File: src/rtl/predictor_pkg.sv
// Shared types and helpers for the branch-history-table predictor.
// Helpers work on the widest supported widths; callers zero-extend and slice.
package predictor_pkg;

  localparam int unsigned MaxCtrBits = 4;
  localparam int unsigned MaxIdxBits = 32;

  typedef logic [MaxCtrBits-1:0] ctr_wide_t;
  typedef logic [MaxIdxBits-1:0] idx_wide_t;

  // Up/down saturating counter step between 0 and max.
  function automatic ctr_wide_t sat_update(ctr_wide_t ctr, logic taken, ctr_wide_t max);
    ctr_wide_t res;
    res = ctr;
    if (taken) begin
      if (ctr != max) begin
        res = ctr + ctr_wide_t'(1);
      end
    end else begin
      if (ctr != '0) begin
        res = ctr - ctr_wide_t'(1);
      end
    end
    return res;
  endfunction

  // gshare hash; a zero ghr degenerates to bimodal indexing.
  function automatic idx_wide_t bht_hash(idx_wide_t pc_slice, idx_wide_t ghr);
    return pc_slice ^ ghr;
  endfunction

endpackage

File: src/rtl/predictor_table.sv
// Flop array of saturating counters: one combinational read port, one training write port.
module predictor_table
  import predictor_pkg::*;
#(
  parameter int unsigned INDEX_BITS = 6,
  parameter int unsigned CTR_BITS   = 2,
  parameter int unsigned INIT_CTR   = (1 << CTR_BITS) - 1
) (
  input  logic                  clk,
  input  logic                  reset,
  input  logic [INDEX_BITS-1:0] read_index,
  output logic [CTR_BITS-1:0]   read_ctr,
  input  logic                  write_en,
  input  logic [INDEX_BITS-1:0] write_index,
  input  logic                  write_taken
);

  localparam int unsigned Entries = 1 << INDEX_BITS;

  typedef logic [CTR_BITS-1:0] ctr_t;

  localparam ctr_t      InitCtr = ctr_t'(INIT_CTR);
  localparam ctr_wide_t MaxCtr  = ctr_wide_t'((1 << CTR_BITS) - 1);

  ctr_t      ctr_q [Entries];
  ctr_wide_t upd_wide;
  ctr_t      upd_ctr;

  always_comb begin
    upd_wide = sat_update(ctr_wide_t'(ctr_q[write_index]), write_taken, MaxCtr);
    upd_ctr  = upd_wide[CTR_BITS-1:0];
  end

  generate
    if (CTR_BITS < MaxCtrBits) begin : g_unused_upd
      logic unused_upd;
      assign unused_upd = ^upd_wide[MaxCtrBits-1:CTR_BITS];
    end
  endgenerate

  always_ff @(posedge clk) begin
    if (reset) begin
      for (int i = 0; i < Entries; i++) begin
        ctr_q[i] <= InitCtr;
      end
    end else if (write_en) begin
      ctr_q[write_index] <= upd_ctr;
    end
  end

  // Reads see the value before any same-cycle write.
  assign read_ctr = ctr_q[read_index];

endmodule

File: src/rtl/bht_predictor.sv
// gshare/bimodal branch predictor: registered lookup, training on resolved branches,
// global history register and a saturating mispredict counter.
module bht_predictor
  import predictor_pkg::*;
#(
  parameter int unsigned PC_BITS    = 32,
  parameter int unsigned INDEX_BITS = 6,
  parameter int unsigned CTR_BITS   = 2,
  parameter int unsigned GHR_BITS   = 4,
  parameter int unsigned INIT_CTR   = (1 << CTR_BITS) - 1
) (
  input  logic                  clk,
  input  logic                  reset,
  input  logic                  request,
  input  logic [PC_BITS-1:0]    request_pc,
  output logic                  prediction,
  output logic                  prediction_valid,
  output logic [INDEX_BITS-1:0] prediction_index,
  input  logic                  result,
  input  logic [INDEX_BITS-1:0] result_index,
  input  logic                  taken,
  input  logic                  result_predicted,
  output logic [31:0]           mispredict_count
);

  localparam int unsigned GhrW = (GHR_BITS > 0) ? GHR_BITS : 1;

  typedef logic [CTR_BITS-1:0] ctr_t;

  localparam ctr_t InitCtr = ctr_t'(INIT_CTR);

  logic [GhrW-1:0]       ghr_q, ghr_d;
  logic [INDEX_BITS-1:0] lookup_index;
  ctr_t                  lookup_ctr;
  idx_wide_t             pc_wide, ghr_wide, hash_wide;

  logic                  pred_q, pred_d;
  logic                  pvalid_q, pvalid_d;
  logic [INDEX_BITS-1:0] pidx_q, pidx_d;
  logic [31:0]           miss_q, miss_d;

  always_comb begin
    pc_wide  = idx_wide_t'(request_pc[INDEX_BITS+1:2]);
    ghr_wide = (GHR_BITS > 0) ? idx_wide_t'(ghr_q) : '0;
    hash_wide = bht_hash(pc_wide, ghr_wide);
    lookup_index = hash_wide[INDEX_BITS-1:0];
  end

  logic unused_hash;
  assign unused_hash = ^hash_wide[MaxIdxBits-1:INDEX_BITS];

  generate
    if (INDEX_BITS + 2 < PC_BITS) begin : g_unused_pc_hi
      logic unused_pc_hi;
      assign unused_pc_hi = ^request_pc[PC_BITS-1:INDEX_BITS+2];
    end
  endgenerate

  logic unused_pc_lo;
  assign unused_pc_lo = ^request_pc[1:0];

  predictor_table #(
    .INDEX_BITS (INDEX_BITS),
    .CTR_BITS   (CTR_BITS),
    .INIT_CTR   (INIT_CTR)
  ) u_table (
    .clk         (clk),
    .reset       (reset),
    .read_index  (lookup_index),
    .read_ctr    (lookup_ctr),
    .write_en    (result),
    .write_index (result_index),
    .write_taken (taken)
  );

  // Newest outcome enters at the LSB; bimodal keeps the register at zero.
  generate
    if (GHR_BITS == 0) begin : g_ghr_none
      assign ghr_d = '0;
    end else if (GHR_BITS == 1) begin : g_ghr_one
      assign ghr_d = taken;
    end else begin : g_ghr_shift
      assign ghr_d = {ghr_q[GhrW-2:0], taken};
    end
  endgenerate

  always_comb begin
    pred_d   = pred_q;
    pidx_d   = pidx_q;
    pvalid_d = 1'b0;
    miss_d   = miss_q;
    if (request) begin
      pred_d   = lookup_ctr[CTR_BITS-1];
      pidx_d   = lookup_index;
      pvalid_d = 1'b1;
    end
    if (result && (taken != result_predicted) && (miss_q != 32'hFFFF_FFFF)) begin
      miss_d = miss_q + 32'd1;
    end
  end

  always_ff @(posedge clk) begin
    if (reset) begin
      ghr_q    <= '0;
      pred_q   <= InitCtr[CTR_BITS-1];
      pidx_q   <= '0;
      pvalid_q <= 1'b0;
      miss_q   <= '0;
    end else begin
      if (result) begin
        ghr_q <= ghr_d;
      end
      pred_q   <= pred_d;
      pidx_q   <= pidx_d;
      pvalid_q <= pvalid_d;
      miss_q   <= miss_d;
    end
  end

  assign prediction       = pred_q;
  assign prediction_index = pidx_q;
  assign prediction_valid = pvalid_q;
  assign mispredict_count = miss_q;

endmodule

File: config.mk
export PLATFORM = sky130hd
export DESIGN_NAME = bht_predictor
export DESIGN_NICKNAME = d
export VERILOG_FILES = /design/src/rtl/predictor_pkg.sv /design/src/rtl/predictor_table.sv /design/src/rtl/bht_predictor.sv
export SDC_FILE = /design/constraint.sdc
export NUM_CORES = 1
export LEC_CHECK = 0
export BUFFER_PORTS_ARGS = -buffer_cell sky130_fd_sc_hd__buf_2
export CORE_ASPECT_RATIO = 2
export CORE_MARGIN = 2
export CORE_UTILIZATION = 55
export DETAILED_ROUTE_END_ITERATION = 6
export PLACE_DENSITY_LB_ADDON = 0.15
export SLEW_MARGIN = 20
export SYNTH_ARGS = -nofsm -noshare
export SYNTH_HDL_FRONTEND = slang
export SYNTH_HIERARCHICAL = 1
export SYNTH_SLANG_ARGS = --single-unit
File: constraint.sdc
create_clock -name clk -period 2.73 [get_ports clk]
set_input_delay 0 -clock clk [delete_from_list [all_inputs] [get_ports clk]]
set_output_delay 0 -clock clk [all_outputs]
set_load 0.02 [all_outputs]
==> run_results.csv <==
group,metric,value,unit
placed_design,placedCellCount,1085,
cts,clockBufferDepth,2,
cts,cts.clk_slew.worst_paths,70,ps
worst_setup_path,crit_top_cell,"mux4_2",
cts,post_cts_buffers,0,
sta,fin_setup_tns,0,ps
worst_setup_path,rr_worst_depth,8,
floorplan,rows,67,
global_route,grt_max_degree,87,
route,top_layer_used,"met4",
route,drc,0,
cts,clk_latency,430,ps
layout,nFillCells,1351,
worst_setup_path,critPathSlowestCell,"mux4_2",
floorplan,pin_count,84,
floorplan,dieArea,17900,um2
cts,cts_root_buf,"clkbuf_16",
logic_synthesis,syn_inst,852,
layout,syn_to_final_growth,12.8,%
route,dr_wl_met2,11.8,mm
worst_setup_path,cpPeakStageDelay,540,ps
worst_setup_path,cp.buffers_inverters,1,
logic_synthesis,synthesis.area,9220,um2
logic_synthesis,syn_avg_cell_area,10.8,um2
global_route,grt_pass1_wl,36.2,mm
route,wl_met1,9.38,mm
sta,setup_viol,0,
worst_setup_path,crit_chain,"xor2_2 > buf_12 > mux4_2 > mux4_2 > nor2b_1 > a211oi_1 > a21oi_1 > a211o_1",
route,vias_per_cell,6.14,
worst_hold_path,min_path_cells,3,
layout,seqCellArea,4730,um2
sta,finalCritPeriodShare,0.963,
power,leakagePower,3.32,nW
layout,nNetsFinal,949,
floorplan,die_y,187,um
cts,cts.htree.levels,4,
power,powerDensity,566,nW/um2
placed_design,dp_hpwl,16.1,mm
sta,hold_violations,0,
global_route,grt_overflow,0,
layout,instances_no_fill,1125,
global_route,grt_usage,0.270,
layout,drive_gt1_frac,0.267,
sta,relSlewSlack,0.436,
worst_hold_path,hold_path_class,"input pin to register",
route,wl_met3,1.21,mm
floorplan,die_width,95.6,um
cts,numCtsBuffers,17,
route,drt-pass1-iter-count,5,
placed_design,gp_congestion,0.876,
logic_synthesis,ys_warn_count,6,
worst_setup_path,critPathCaptureType,"register",
floorplan,core-area,16600,um2
status,status,"finished, final reports clean",
layout,multi_input_area,4100,um2
floorplan,initial_core_util,0.556,
worst_setup_path,worstSetupPathDepth,8,
job,max-cap-violations,0,
sta,worst_clock_skew,11.2,ps
placed_design,io_buffer_count,57,
worst_setup_path,crit_start,"ghr_q[0]",
route,dr.first_iter.drc_count,662,
route,ant_nets,0,
route,wire_per_inst,20.9,um
sta,final.min_clock_period,2630,ps
worst_setup_path,cp_max_fo,14,
worst_setup_path,crit_family,"multiplexers",
route,vias,6903,
worst_setup_path,cp-start-kind,"register",
sta,tightest_slew,845,ps
worst_setup_path,crit_end,"prediction",
worst_setup_path,reg2reg_from,"ghr_q[0]",
route,wl,23.5,mm
cts,cts_tree,"built",
worst_setup_path,r2r-end,"prediction",
logic_synthesis,syn_nets,897,
sta,drv_slew,0,
worst_setup_path,crit_type,"register to register",
cts,clock_sinks,172,
worst_setup_path,cp.arrival,2950,ps
worst_setup_path,required,3050,ps
global_route,antenna_found_initial,0,
sta,fmax,380,MHz
sta,grt_setup_unrepaired,"false",
worst_setup_path,r2r_slack,100,ps
power,vdd_drop_max,0.000487,V
global_route,grt_pass1_vias,6799,
[where the power goes]
part	switching, mW	internal [mW]	leakage [nW]
clock	1.09	1.30	0.289
combinational	0.413	0.252	1.77
sequential	0.0134	2.82	1.26
total	1.52	4.37	3.32
[how the worst min path moves through the flow]
stage / end / from
3_5_place_dp: prediction_index[5] / request_pc[7]
6_report: u_table/ctr_q[8][1] / result_index[4]
4_1_cts: u_table/ctr_q[8][1] / result_index[4]
2_1_floorplan: ghr_q[0] / taken
5_1_grt: u_table/ctr_q[8][0] / result_index[4]
3_3_place_gp: prediction_index[5] / request_pc[7]
[area by class of cell]
cell class / instances / share of cell area
Multi-Input combinational cell: 605 / 0.394
Antenna cell: 1 / 0.000241
Clock inverter: 14 / 0.0141
Tap cell: 207 / 0.0249
Clock buffer: 18 / 0.0413
Sequential cell: 172 / 0.454
Timing Repair Buffer: 97 / 0.0667
Inverter: 11 / 0.00397
[cells in the final DEF (no fill, tap or decap), types with 9 or more instances in the layout]
cell,count
nand3_1,22
nor2b_1,11
nor2_1,92
xor2_1,9
buf_4,27
mux2_2,13
inv_1,11
mux4_2,25
o21ai_0,18
nand4_1,12
or3_1,14
a21oi_1,22
a22oi_1,10
dfxtp_1,43
or2_2,58
edfxtp_1,128
mux2i_1,33
clkbuf_16,17
nand2_1,138
buf_2,56
[layer usage]
layer  vias up  track usage
li1       3224            -
met1      3387        0.350
met2       234        0.428
met3        58       0.0431
met4         0        0.143
met5         -            0
[flip-flops by register name, summed over array words and instances, names as in the netlist]
signal,cells
u_table/ctr_q,128
mispredict_count,32
prediction_index,6
ghr_q,4
prediction,1
prediction_valid,1
[stage by stage]
step	hold WS [ps]	util	area, um2	power [mW]	setup WS (ps)
2_1_floorplan	147	-	9220	3.36	88.3
3_3_place_gp	280	0.587	9740	3.53	77.2
3_5_place_dp	308	0.587	9740	3.54	50.3
4_1_cts	61.3	0.626	10400	5.92	45.5
5_1_grt	95.9	0.626	10400	6.07	9.22
6_report	82.7	0.626	10400	5.89	101
[tightest hold or removal path: cells and delay by family]
kind / cells / cell delay [ps]
simple gates: 2 / 210
buf+inv: 1 / 190
[repair_timing]
item                       4_1_cts  5_1_grt
hold endpoints to repair        10        0
hold buffers                     7        0
setup endpoints to repair        0        2
resized for setup                0        2
No activity file was read; power rests on OpenSTA's default activity.
